**src/rtl/l0id_readout_sequencer.sv**
```systemverilog
// l0id_readout_sequencer
// Queues readout requests and starts one packet build at a time. Each finished
// readout strobes the L0ID hold register so the held ID advances. L0ID reset and
// preset commands are latched and only applied while no packet is being built.
module l0id_readout_sequencer #(
    parameter int RO_ADDR_WIDTH = 8,
    parameter int PEND_LOG2     = 4,
    parameter int TIMEOUT       = 255
) (
    input  logic                     CLK,
    input  logic                     SoftReset,
    input  logic                     ReadReq,
    input  logic                     L0IDResetCmd,
    input  logic                     L0IDPresetCmd,
    input  logic [RO_ADDR_WIDTH-1:0] PreL0IDIn,
    input  logic                     ROBusy,
    input  logic                     RODone,
    output logic                     ROStart,
    output logic                     ROReadStrob,
    output logic                     L0IDReset,
    output logic                     L0IDPreset,
    output logic [RO_ADDR_WIDTH-1:0] PreL0ID,
    output logic [PEND_LOG2:0]       PendingCount,
    output logic                     Overflow,
    output logic                     Timeout
);

    typedef enum logic [2:0] {
        S_IDLE,
        S_APPLY,
        S_START,
        S_WAIT,
        S_ADVANCE
    } state_t;

    localparam logic [PEND_LOG2:0] PEND_FULL = (PEND_LOG2+1)'(1 << PEND_LOG2);
    localparam logic [7:0]         WD_LAST   = 8'(TIMEOUT - 1);

    state_t                   r_state;
    logic                     r_resetPend;
    logic                     r_presetPend;
    logic [RO_ADDR_WIDTH-1:0] r_preL0ID;
    logic [PEND_LOG2:0]       r_pendCount;
    logic                     r_overflow;
    logic                     r_timeout;
    logic [7:0]               r_watchdog;
    logic                     r_roStart;
    logic                     r_roReadStrob;
    logic                     r_l0idReset;
    logic                     r_l0idPreset;

    logic w_cmdPending;
    logic w_enterApply;
    logic w_enterStart;
    logic w_decrement;
    logic w_full;

    // A latched command always takes precedence over starting another readout,
    // and flags are consumed on the edge that moves IDLE into APPLY so that a
    // command arriving during APPLY survives for the next idle slot.
    assign w_cmdPending = r_resetPend | r_presetPend;
    assign w_enterApply = (r_state == S_IDLE) && w_cmdPending;
    assign w_enterStart = (r_state == S_IDLE) && !w_cmdPending &&
                          (r_pendCount != '0) && !ROBusy;
    assign w_decrement  = (r_state == S_START);
    assign w_full       = (r_pendCount == PEND_FULL);

    assign ROStart      = r_roStart;
    assign ROReadStrob  = r_roReadStrob;
    assign L0IDReset    = r_l0idReset;
    assign L0IDPreset   = r_l0idPreset;
    assign PreL0ID      = r_preL0ID;
    assign PendingCount = r_pendCount;
    assign Overflow     = r_overflow;
    assign Timeout      = r_timeout;

    // Latch the most recent L0ID command (preset wins a same-cycle tie) and hold the preset value.
    always_ff @(posedge CLK) begin
        if (SoftReset) begin
            r_resetPend  <= 1'b0;
            r_presetPend <= 1'b0;
            r_preL0ID    <= '0;
        end else if (L0IDPresetCmd) begin
            r_resetPend  <= 1'b0;
            r_presetPend <= 1'b1;
            r_preL0ID    <= PreL0IDIn;
        end else if (L0IDResetCmd) begin
            r_resetPend  <= 1'b1;
            r_presetPend <= 1'b0;
        end else if (w_enterApply) begin
            r_resetPend  <= 1'b0;
            r_presetPend <= 1'b0;
        end
    end

    // Count queued requests; a request at full is dropped unless a start frees a slot that cycle.
    always_ff @(posedge CLK) begin
        if (SoftReset) begin
            r_pendCount <= '0;
            r_overflow  <= 1'b0;
        end else begin
            case ({ReadReq, w_decrement})
                2'b10: begin
                    if (w_full) begin
                        r_overflow <= 1'b1;
                    end else begin
                        r_pendCount <= r_pendCount + 1'b1;
                    end
                end
                2'b01:   r_pendCount <= r_pendCount - 1'b1;
                default: r_pendCount <= r_pendCount;
            endcase
        end
    end

    // Readout sequencing FSM with registered one-cycle pulses and the WAIT watchdog.
    always_ff @(posedge CLK) begin
        if (SoftReset) begin
            r_state       <= S_IDLE;
            r_roStart     <= 1'b0;
            r_roReadStrob <= 1'b0;
            r_l0idReset   <= 1'b0;
            r_l0idPreset  <= 1'b0;
            r_watchdog    <= '0;
            r_timeout     <= 1'b0;
        end else begin
            r_roStart     <= 1'b0;
            r_roReadStrob <= 1'b0;
            r_l0idReset   <= 1'b0;
            r_l0idPreset  <= 1'b0;
            case (r_state)
                S_IDLE: begin
                    if (w_enterApply) begin
                        r_state      <= S_APPLY;
                        r_l0idReset  <= 1'b1;
                        r_l0idPreset <= r_presetPend;
                    end else if (w_enterStart) begin
                        r_state   <= S_START;
                        r_roStart <= 1'b1;
                    end
                end
                S_APPLY: begin
                    r_state <= S_IDLE;
                end
                S_START: begin
                    r_watchdog <= '0;
                    r_state    <= S_WAIT;
                end
                S_WAIT: begin
                    r_watchdog <= r_watchdog + 8'd1;
                    if (RODone) begin
                        r_state       <= S_ADVANCE;
                        r_roReadStrob <= 1'b1;
                    end else if (r_watchdog == WD_LAST) begin
                        r_state       <= S_ADVANCE;
                        r_roReadStrob <= 1'b1;
                        r_timeout     <= 1'b1;
                    end
                end
                S_ADVANCE: begin
                    r_state <= S_IDLE;
                end
                default: begin
                    r_state <= S_IDLE;
                end
            endcase
        end
    end

endmodule

```
**config.mk**
```make
export PLATFORM = sky130hd
export DESIGN_NAME = l0id_readout_sequencer
export DESIGN_NICKNAME = d
export VERILOG_FILES = /design/src/rtl/l0id_readout_sequencer.sv
export SDC_FILE = /design/constraint.sdc
export NUM_CORES = 1
export LEC_CHECK = 0
export CELL_PAD_IN_SITES_DETAIL_PLACEMENT = 0
export CELL_PAD_IN_SITES_GLOBAL_PLACEMENT = 1
export CORE_MARGIN = 1.5
export CORE_UTILIZATION = 39
export CTS_CLUSTER_DIAMETER = 150
export DETAILED_ROUTE_END_ITERATION = 7
export PLACE_DENSITY = 0.94
export SETUP_SLACK_MARGIN = 0.15
export SYNTH_ARGS = -nofsm -noshare
export SYNTH_HDL_FRONTEND = slang
export SYNTH_SLANG_ARGS = --single-unit
```
**constraint.sdc**
```tcl
create_clock -name CLK -period 5.5 [get_ports CLK]
set_input_delay 1.65 -clock CLK [delete_from_list [all_inputs] [get_ports CLK]]
set_output_delay 1.65 -clock CLK [all_outputs]
set_load 0.01 [all_outputs]
```
## Yosys cells after proc, flatten, opt, wreduce, memory -nomap -nowiden

Cells that the tools add are included.
Widths: inputs -> output; s select.

| storage, ports and cells | value |
|---|---|
| register bits after elaboration | 32 |
| input port bits | 15 |
| output and inout bits | 19 |
| word-level logic and storage cells | 66 |

| cells by class | value |
|---|---|
| add/sub/neg operators | 3 |
| equality and inequality tests | 9 |
| muxes and demuxes | 16 |
| bitwise logic cells | 5 |
| reduce and logical (&&, ||, !) cells | 21 |

Operators with widths:

| kind | count |
|---|---|
| $pmux 8 s2 | 1 |
| $mux 3 | 4 |
| $pmux 5 s2 | 1 |
| $pmux 3 s3 | 1 |
| $add 8x1->8 const B | 1 |
| $eq 8x8->1 const B | 1 |
| $mux 1 | 8 |
| $eq 3x2->1 const B | 2 |
| $ne 3x3->1 const B | 2 |
| $reduce_and 2->1 | 3 |
| $reduce_bool 2->1 | 3 |
| $reduce_or 2->1 | 3 |
| $reduce_or 3->1 | 2 |
| $add 5x1->5 const B | 1 |
| $eq 5x5->1 const B | 1 |
| $mux 5 | 1 |
| $reduce_bool 5->1 | 1 |
| $sub 5x1->5 const B | 1 |
| $logic_and 1x1->1 | 4 |
| $not 1->1 | 4 |
| $logic_not 3->1 | 1 |
| $reduce_and 3->1 | 1 |
| $reduce_bool 3->1 | 1 |
| $eq 2x1->1 const B | 1 |
| other kinds (4) | 5 |

## Logic depth before layout (Yosys ltp)

Gate-level depths: netlist (run 1).

| logic depth | value |
|---|---|
| depth after elaboration | 8 |
| mapped depth | 7 |
| gate-level depth less buffers | 7 |

## Worst setup path after synthesis (run 1)

Ideal clock, no wire load.

| path | value |
|---|---|
| kind | input to register |
| start | input port ReadReq |
| end | register r_pendCount[4], in the netlist PendingCount[4] |
| setup time | 0.132 ns |
| data arrival time | 3.019 ns |
| required time | 5.368 ns |
| path slack | 2.349 ns |
| stages | 7 |
| path buffers | 0 |
| path through | nor4b_4 -> xor2_1 -> ha_1 -> or4_1 -> mux2i_1 -> a21o_1 -> a21oi_1 |

| on the way | value |
|---|---|
| cells in the longest elaborated chain, start to end | 3 |
| elaborated cells on any way between the ends | 6 |
| classes of those cells | eq/ne: 3; mux: 1; reduce/logical: 2 |

Ends and longest elaborated chain:

| what | line | RTL |
|---|---|---|
| start: declaration | 12 | `input logic ReadReq,` |
| $eq 2x2->1 / $eq 2x1->1 (equally long branches) | 102 | `case ({ReadReq, w_decrement})` |
| $ne 2x2->1 (no source line) / $reduce_bool 2->1 (equally long branches) | n/a |  |
| $reduce_and 2->1 (no source line) | n/a |  |
| end signal: assignment | 107 | `r_pendCount <= r_pendCount + 1'b1;` |
| end signal: assignment | 110 | `2'b01: r_pendCount <= r_pendCount - 1'b1;` |
| end signal: assignment | 111 | `default: r_pendCount <= r_pendCount;` |
| end: declaration | 43 | `logic [PEND_LOG2:0] r_pendCount;` |

Several ways; a longest one is shown, not always the timed one.
A chain may end at the register's enable or synchronous reset.

## Worst setup path in the final report (run 1)

Ends and elaborated chain as after synthesis.

==> results.sh, run 1 <==
export IMPL_status="finished clean"
export IMPL_start_util=0.415
export IMPL_cts_buffer_depth=2
export IMPL_cp_num_buf_inv=1
export IMPL_synth_cells=149
export IMPL_syn_to_final_growth_pct=31.3
export IMPL_yosys_register_bits=32
export IMPL_gp_congestion=0.720
export IMPL_pre_cts_slack_ps=1610
export IMPL_irDropWorstVdd_mv=0.166
export IMPL_hold_viol_final=0
export IMPL_cp_depth=8
export IMPL_utilization=0.545
export IMPL_core_um2=3390
export IMPL_seq_area_frac_synth=0.456
export IMPL_ant_nets=0
export IMPL_path_delay_family="simple AND/OR/NAND/NOR gates"
export IMPL_fmaxAchievable_ghz=0.283
export IMPL_cp_required_ps=5680
export IMPL_reg2reg_slack_ps=3330
export IMPL_reg2reg_to="PendingCount[4]"
export IMPL_relSlewSlack=0.353
export IMPL_avgRoutedWirePerCell_um=12.4
export IMPL_power_mw=0.615
export IMPL_synth_async_reset_ratio=0
export IMPL_reg2reg_from="r_state[0]"
export IMPL_grt_overflow_total=0
export IMPL_num_io_pins=34
export IMPL_dp_cells=222
export IMPL_placed_area_um2=1770
export IMPL_dieArea_um2=3980
export IMPL_routed_wl_mm=2.86
export IMPL_mostFrequentLayoutCells="33 x clkdlybuf4s50_1, 32 x dfxtp_1, 28 x nor2_1"
export IMPL_fin_skew_ps=3.26
export IMPL_setup_viol=0
export IMPL_worstMarginPinSlew_ps=967
export IMPL_powerDensity_nw_per_um2=333
export IMPL_start_kind="input port"
export IMPL_die_x_um=63.1
export IMPL_holdWs_ps=482
export IMPL_path_class="in2reg"
export IMPL_grt_first_pass_wirelength_mm=5.09
export IMPL_nets=201
export IMPL_synth_warnings=0
export IMPL_grtUsageTotal=0.162
export IMPL_rsz0062_at_grt="false"
export IMPL_via_per_inst=5.06
export IMPL_cpPeakStageDelay_ps=490
export IMPL_hp_class="reg2reg"
export IMPL_vias=1164
export IMPL_setup_tns_ps=0
export IMPL_setup_ws_ps=1970
export IMPL_endpoint="PendingCount[4]"
export IMPL_critPathSlowestCell="clkdlybuf4s50_1"
export IMPL_period_minus_slack_ps=3530
export IMPL_crit_path_start="ReadReq"
export IMPL_ys_types=38
export IMPL_drv_slew=0
export IMPL_cts_resized_gates=0
export IMPL_max_cap_viol_count=0
export IMPL_clkSinkCount=32
export IMPL_synth_edff_count=0
export IMPL_final_cells=230
export IMPL_leakagePower_nw=0.718
export IMPL_finalInstanceArea_um2=1850
export IMPL_cts_tree="done"
export IMPL_syn_nets=167
export IMPL_rows=21
export IMPL_grt_max_degree=29
export IMPL_io_buffer_count=33
export IMPL_r2r_cells=7
export IMPL_critPathMaxFanout=5
export IMPL_grt_pass1_vias=1198
export IMPL_drc=0
export IMPL_dpl_hpwl_mm=2.10
export IMPL_cts_hold_buf=0
export IMPL_cp_data_arrival_time_ps=3720
export IMPL_antenna_cells=0
export IMPL_final_common_cell="clkdlybuf4s50_1"
export IMPL_min_path_cells=2
export IMPL_post_cts_setup_buffers=0
export IMPL_root_buffer="clkbuf_4"
export IMPL_htreeDepth=2
export IMPL_drive_gt1_frac=0.0815
export IMPL_numCtsBuffers=5
export IMPL_end_kind="flip-flop"
export IMPL_dominantRegCellSynth="dfxtp_1"
export IMPL_period_share=0.642
export IMPL_syn_area_per_cell_um2=9.44
export IMPL_syn_area_um2=1410
export IMPL_antenna_found_initial=0
export IMPL_drtIter0Drc=28
export IMPL_first_pass_iters=5
export IMPL_worst_skew_pair_late_latency_ps=330
export IMPL_path_cells="clkdlybuf4s50_1 -> nor4b_4 -> xor2_1 -> ha_1 -> or4_1 -> mux2i_1 -> a21o_1 -> a21oi_1"
export IMPL_die_h_um=63.1
export IMPL_cts_clk_slew_worst_paths_ps=100
-- flip-flops by register name, indices dropped and copies added, names as in the netlist --
register / count
ROReadStrob: 1
ROStart: 1
L0IDPreset: 1
r_state: 3
L0IDReset: 1
r_presetPend: 1
r_resetPend: 1
PendingCount: 5
PreL0ID: 8
Overflow: 1
Timeout: 1
r_watchdog: 8
-- cell type report --
| type | instances | area [um^2] |
|---|---|---|
| fill | 316 | 1540 |
| multi-input combinational | 107 | 727 |
| sequential | 32 | 641 |
| timing repair buffer | 33 | 330 |
| tap | 46 | 57.6 |
| clock buffer | 6 | 41.3 |
| clock inverter | 2 | 35.0 |
| inverter | 4 | 15.0 |
-- synth_stat cells, types with 2 or more instances --
| cell | number | share of area |
|---|---|---|
| nor3b_1 | 3 | 0.016 |
| ha_1 | 3 | 0.027 |
| nor3_1 | 4 | 0.014 |
| mux2_2 | 2 | 0.016 |
| and3_1 | 2 | 0.0089 |
| nand2_1 | 5 | 0.013 |
| nand3_1 | 3 | 0.011 |
| a31oi_1 | 2 | 0.0089 |
| nand4_1 | 4 | 0.018 |
| nand2b_1 | 2 | 0.0089 |
| xor2_1 | 7 | 0.044 |
| nor2_1 | 28 | 0.075 |
| inv_1 | 4 | 0.011 |
| nor2b_1 | 5 | 0.022 |
| a21oi_1 | 8 | 0.028 |
| mux2i_1 | 10 | 0.071 |
| dfxtp_1 | 32 | 0.46 |
| clkbuf_1 | 5 | 0.013 |
-- how the worst min path moves through the flow --
stage	start	to	slack (ps)
after floorplan	r_watchdog[1]	r_watchdog[1]	460
after global placement	Overflow	Overflow	450
after detailed placement	Timeout	Timeout	460
after CTS	Timeout	Timeout	490
after global routing	Timeout	Timeout	510
final	Timeout	Timeout	480
-- cells by family (layout without fill, tap and decap cells) --
| kind of cell | after synthesis | count (layout) | share of synthesized area |
|---|---|---|---|
| adders and majority gates | 3 | 3 | 0.0267 |
| and+or+nand+nor | 67 | 67 | 0.265 |
| AOI/OAI and AO/OA | 16 | 16 | 0.0801 |
| muxes | 13 | 13 | 0.0952 |
| xor gates and xnor gates | 8 | 8 | 0.0498 |
| DFF | 32 | 32 | 0.456 |
| buffers and inverters | 10 | 45 | 0.0276 |
-- routing by layer --
layer  GRT usage  up-vias  wire length (um)
li1            -      584                 -
met1       0.184      541              1270
met2       0.269       32              1360
met3      0.0554        7               182
met4      0.0861        0                46
met5           0        -                 0
-- worst register-to-register path, cell delays in order, from the launching register on --
cell and delay [ps]:
dfxtp_1 400, nor4b_4 450, xor2_1 120, ha_1 240, or4_1 420, mux2i_1 200, a21o_1 140, a21oi_1 50
-- report_power, final --
| group | total, mW | switching (mW) | internal (mW) |
|---|---|---|---|
| sequential | 0.280 | 0.0280 | 0.252 |
| clock | 0.175 | 0.0795 | 0.0952 |
| combinational | 0.161 | 0.0754 | 0.0851 |
(Power assumes the default switching activity.)
==> run 2, diff against run 1 <==
--- a/config.mk
+++ b/config.mk
@@ -8,10 +8,10 @@
 export CELL_PAD_IN_SITES_DETAIL_PLACEMENT = 0
 export CELL_PAD_IN_SITES_GLOBAL_PLACEMENT = 1
 export CORE_MARGIN = 1.5
-export CORE_UTILIZATION = 39
+export CORE_UTILIZATION = 33
 export CTS_CLUSTER_DIAMETER = 150
 export DETAILED_ROUTE_END_ITERATION = 7
-export PLACE_DENSITY = 0.94
+export PLACE_DENSITY = 0.86
 export SETUP_SLACK_MARGIN = 0.15
 export SYNTH_ARGS = -nofsm -noshare
 export SYNTH_HDL_FRONTEND = slang
==> constraint.sdc (replaced) <==
create_clock -name CLK -period 3.2 [get_ports CLK]
set_input_delay 0.96 -clock CLK [delete_from_list [all_inputs] [get_ports CLK]]
set_output_delay 0.96 -clock CLK [all_outputs]
set_load 0.01 [all_outputs]
==> run 2 against run 1 <==
Net effect: setup slack got worse by 1500 ps; combinational power rose by 71%; utilization fell by 8.1 points; clock skew rose by 1.7 ps; register-to-register slack got worse by 2100 ps; cell count rose by 2.6%; via count fell by 1.3%; worst hold slack got worse by 13 ps; power rose by 74%; count of clock-buffer cells in the layout rose by 2; critical path type unchanged.
==> results.sh, run 2 (synthesized netlist as in run 1, its figures left out) <==
export IMPL_root_buffer="clkbuf_8"
export IMPL_core_um2=4060
export IMPL_grt_max_degree=16
export IMPL_pre_cts_slack_ps=218
export IMPL_reg2reg_from="r_state[0]"
export IMPL_grt_pass1_vias=1023
export IMPL_leakagePower_nw=0.731
export IMPL_numCtsBuffers=5
export IMPL_post_cts_setup_buffers=0
export IMPL_endpoint="PendingCount[4]"
export IMPL_dpl_hpwl_mm=2.01
export IMPL_max_cap_viol_count=0
export IMPL_ant_nets=0
export IMPL_utilization=0.463
export IMPL_hold_viol_final=0
export IMPL_die_x_um=68.3
export IMPL_reg2reg_slack_ps=1220
export IMPL_grt_overflow_total=0
export IMPL_grt_first_pass_wirelength_mm=4.61
export IMPL_vias=1149
export IMPL_cts_clk_slew_worst_paths_ps=60
export IMPL_reg2reg_to="PendingCount[4]"
export IMPL_final_common_cell="clkdlybuf4s50_1"
export IMPL_path_cells="clkdlybuf4s50_1 -> nor4b_4 -> xor2_1 -> ha_1 -> or4_1 -> mux2i_1 -> a21o_1 -> a21oi_1"
export IMPL_critPathMaxFanout=4
export IMPL_die_h_um=68.3
export IMPL_path_delay_family="simple AND/OR/NAND/NOR gates"
export IMPL_cts_buffer_depth=2
export IMPL_first_pass_iters=6
export IMPL_status="finished clean"
export IMPL_drtIter0Drc=46
export IMPL_htreeDepth=2
export IMPL_drive_gt1_frac=0.0860
export IMPL_rsz0062_at_grt="false"
export IMPL_hp_class="reg2reg"
export IMPL_path_class="in2reg"
export IMPL_nets=203
export IMPL_drv_slew=0
export IMPL_powerDensity_nw_per_um2=569
export IMPL_routed_wl_mm=2.81
export IMPL_cp_depth=8
export IMPL_r2r_cells=7
export IMPL_fmaxAchievable_ghz=0.370
export IMPL_dieArea_um2=4660
export IMPL_grtUsageTotal=0.138
export IMPL_io_buffer_count=33
export IMPL_cp_data_arrival_time_ps=2850
export IMPL_cts_tree="done"
export IMPL_setup_tns_ps=0
export IMPL_clkSinkCount=32
export IMPL_via_per_inst=4.87
export IMPL_worstMarginPinSlew_ps=568
export IMPL_setup_viol=0
export IMPL_drc=0
export IMPL_period_minus_slack_ps=2700
export IMPL_num_io_pins=34
export IMPL_cpPeakStageDelay_ps=480
export IMPL_period_share=0.845
export IMPL_antenna_cells=0
export IMPL_power_mw=1.07
export IMPL_antenna_found_initial=0
export IMPL_start_kind="input port"
export IMPL_cts_hold_buf=0
export IMPL_relSlewSlack=0.617
export IMPL_cts_resized_gates=0
export IMPL_gp_congestion=0.813
export IMPL_start_util=0.347
export IMPL_cp_num_buf_inv=1
export IMPL_end_kind="flip-flop"
export IMPL_critPathSlowestCell="clkdlybuf4s50_1"
export IMPL_irDropWorstVdd_mv=0.264
export IMPL_setup_ws_ps=497
export IMPL_cp_required_ps=3350
export IMPL_mostFrequentLayoutCells="33 x clkdlybuf4s50_1, 32 x dfxtp_1, 28 x nor2_1"
export IMPL_rows=23
export IMPL_syn_to_final_growth_pct=33.7
export IMPL_crit_path_start="ReadReq"
export IMPL_worst_skew_pair_late_latency_ps=280
export IMPL_fin_skew_ps=4.92
export IMPL_avgRoutedWirePerCell_um=11.9
## run 2: worst min path at each step
| stage | start | to | depth (start not counted) |
|---|---|---|---|
| finish | Timeout | Timeout | 2 |
| floorplan | r_watchdog[1] | r_watchdog[1] | 2 |
| CTS | Timeout | Timeout | 2 |
| detailed placement | Timeout | Timeout | 2 |
| global placement | Overflow | Overflow | 2 |
| global route | Overflow | Overflow | 2 |
## run 2: cell type report
type                       instances  area, um^2
clock buffer                       8        90.1
fill                             386        2180
timing repair buffer              35         345
multi-input combinational        107         727
inverter                           4        15.0
sequential                        32         641
tap                               50        62.6
## run 2: metrics by stage
step / instances / hold slack, ps / cell area (um^2)
after floorplan: 149 / 461 / 1410
after global placement: 228 / 459 / 1790
after detailed placement: 228 / 460 / 1790
after CTS: 236 / 476 / 1880
after global routing: 236 / 518 / 1880
final: 236 / 469 / 1880
## run 2: per-layer routing
metal  vias up  part of all wire  track usage
met1       524              0.48        0.163
met4         0             0.023       0.0825
met2        35              0.42        0.203
met3         7             0.078       0.0625
li1        583                 -            -
met5         -                 0            0
## run 2: power by group
part	switching [mW]	internal, mW	leakage (nW)
combinational	0.127	0.149	0.425
sequential	0.0473	0.434	0.261
clock	0.139	0.175	0.0455
## run 2: worst min-delay path, delay by kind of cell (launching register included)
| family | cells | cell delay, ps |
|---|---|---|
| DFF | 1 | 330 |
| AOI/OAI and AO/OA | 1 | 40 |
| and+or+nand+nor | 1 | 70 |
==> run 3, diff against run 2 <==
--- a/config.mk
+++ b/config.mk
@@ -8,10 +8,10 @@
 export CELL_PAD_IN_SITES_DETAIL_PLACEMENT = 0
 export CELL_PAD_IN_SITES_GLOBAL_PLACEMENT = 1
 export CORE_MARGIN = 1.5
-export CORE_UTILIZATION = 33
+export CORE_UTILIZATION = 36
 export CTS_CLUSTER_DIAMETER = 150
 export DETAILED_ROUTE_END_ITERATION = 7
-export PLACE_DENSITY = 0.86
+export PLACE_DENSITY = 0.88
 export SETUP_SLACK_MARGIN = 0.15
 export SYNTH_ARGS = -nofsm -noshare
 export SYNTH_HDL_FRONTEND = slang
==> constraint.sdc (replaced) <==
create_clock -name CLK -period 2.77 [get_ports CLK]
set_input_delay 0.831 -clock CLK [delete_from_list [all_inputs] [get_ports CLK]]
set_output_delay 0.831 -clock CLK [all_outputs]
set_load 0.01 [all_outputs]
==> run 3 against run 2 <==
Net effect: sequential share of layout area down 0.54 points; count of clock-buffer cells in the layout fell by 2; via count increased by 3.0%; wire length is 5.1% higher; cell count did not move; critical path depth stayed put.
==> results.sh, run 3 (synthesized netlist as in run 1, its figures left out) <==
export IMPL_cts_buffer_depth=2
export IMPL_status="finished clean"
export IMPL_powerDensity_nw_per_um2=688
export IMPL_drive_gt1_frac=0.101
export IMPL_start_util=0.378
export IMPL_drc=0
export IMPL_grt_first_pass_wirelength_mm=5.13
export IMPL_critPathSlowestCell="clkdlybuf4s50_1"
export IMPL_mostFrequentLayoutCells="33 x clkdlybuf4s50_1, 32 x dfxtp_1, 28 x nor2_1"
export IMPL_cp_data_arrival_time_ps=2650
export IMPL_cts_hold_buf=0
export IMPL_crit_path_start="ReadReq"
export IMPL_antenna_cells=0
export IMPL_max_cap_viol_count=0
export IMPL_relSlewSlack=0.650
export IMPL_numCtsBuffers=5
export IMPL_htreeDepth=2
export IMPL_worstMarginPinSlew_ps=519
export IMPL_drtIter0Drc=54
export IMPL_wl_met1_mm=1.36
export IMPL_setup_viol=0
export IMPL_clkSinkCount=32
export IMPL_fmaxAchievable_ghz=0.401
export IMPL_dpl_hpwl_mm=2.19
export IMPL_via_per_inst=5.02
export IMPL_drv_slew=0
export IMPL_power_mw=1.31
export IMPL_avgRoutedWirePerCell_um=12.5
export IMPL_io_buffer_count=33
export IMPL_fin_skew_ps=7.26
export IMPL_final_common_cell="clkdlybuf4s50_1"
export IMPL_end_kind="flip-flop"
export IMPL_hp_class="reg2reg"
export IMPL_hold_path_startpoint="Timeout"
export IMPL_top_layer="met4"
export IMPL_rsz0062_at_grt="false"
export IMPL_grt_pass1_vias=1219
export IMPL_leakagePower_nw=0.751
export IMPL_final_fill_count=365
export IMPL_cp_required_ps=2920
export IMPL_ant_nets=0
export IMPL_core_um2=3720
export IMPL_reg2reg_from="r_state[0]"
export IMPL_dr_wl_met3_um=179
export IMPL_utilization=0.514
export IMPL_met2WireLength_mm=1.40
export IMPL_grt_overflow_total=0
export IMPL_holdPathEnd="Timeout"
export IMPL_grtUsageTotal=0.153
export IMPL_vias=1184
export IMPL_irDropWorstVdd_mv=0.313
export IMPL_syn_to_final_growth_pct=35.9
export IMPL_critPathMaxFanout=2
export IMPL_cts_tree="done"
export IMPL_routed_wl_mm=2.96
export IMPL_grt_max_degree=16
export IMPL_period_share=0.901
export IMPL_rows=22
export IMPL_post_cts_setup_buffers=0
export IMPL_hold_viol_final=0
export IMPL_period_minus_slack_ps=2500
export IMPL_num_io_pins=34
export IMPL_worst_skew_pair_late_latency_ps=280
export IMPL_cpPeakStageDelay_ps=460
export IMPL_first_pass_iters=4
export IMPL_cts_clk_slew_worst_paths_ps=70
export IMPL_root_buffer="clkbuf_8"
export IMPL_reg2reg_slack_ps=840
export IMPL_gp_congestion=0.838
export IMPL_die_h_um=65.5
export IMPL_cts_resized_gates=0
export IMPL_min_path_cells=2
export IMPL_reg2reg_to="PendingCount[4]"
export IMPL_path_class="in2reg"
export IMPL_nets=205
export IMPL_r2r_cells=7
export IMPL_antenna_found_initial=0
export IMPL_start_kind="input port"
export IMPL_dieArea_um2=4290
export IMPL_path_cells="clkdlybuf4s50_1 -> nor4b_4 -> xor2_1 -> ha_1 -> or4_1 -> mux2i_1 -> a21o_1 -> a21oi_1"
export IMPL_die_x_um=65.5
## run 3: changes by cell type in the layout (fill, tap and decap cells not counted), sizes merged
cell	before	now
buf	2	4
clkbuf	8	6
bufinv	0	1
clkinv	0	1
## run 3: per-stage QoR
step	hold WS (ps)	setup TNS [ps]	cells	setup slack [ps]	instance area, um^2
6_report	487	0	236	274	1910
5_1_grt	520	0	236	167	1910
3_3_place_gp	461	0	228	28.9	1800
2_1_floorplan	461	0	149	438	1410
3_5_place_dp	478	-37.1	228	-37.1	1800
4_1_cts	491	0	236	260	1910
## run 3: metal layers
metal | track usage | vias up
met5 | 0 | -
met2 | 0.260 | 35
li1 | - | 593
met1 | 0.178 | 553
met4 | 0.0547 | 0
met3 | 0.0531 | 3
## run 3: layout make-up
class | instances | area [um^2] | share of cell area
timing repair buffer | 37 | 360 | 0.189
clock buffer | 6 | 72.6 | 0.0380
sequential | 32 | 641 | 0.335
tap | 48 | 60.1 | 0.0314
inverter | 4 | 15.0 | 0.00786
clock inverter | 2 | 35.0 | 0.0183
multi-input combinational | 107 | 727 | 0.380
## run 3: how the worst max path moves through the flow
stage / end / depth (start not counted) / slack [ps]
2_1_floorplan: PendingCount[4] / 7 / 440
3_3_place_gp: PendingCount[4] / 8 / 30
3_5_place_dp: PendingCount[4] / 8 / -40
4_1_cts: PendingCount[4] / 8 / 260
5_1_grt: PendingCount[4] / 8 / 170
6_report: PendingCount[4] / 8 / 270
## run 3: power breakdown
part | switching (mW) | internal [mW] | total [mW]
combinational | 0.152 | 0.176 | 0.327
sequential | 0.0545 | 0.501 | 0.555
clock | 0.165 | 0.267 | 0.432
total | 0.371 | 0.943 | 1.31
## run 3: worst max-delay path, delay by kind of cell
kind                     cells  cell delay (ps)
AO/OA/AOI/OAI                2              180
adder cells (fa/ha/maj)      1              210
AND/OR/NAND/NOR              2              660
buffers and inverters        1              460
multiplexers                 1              200
XOR/XNOR                     1              100
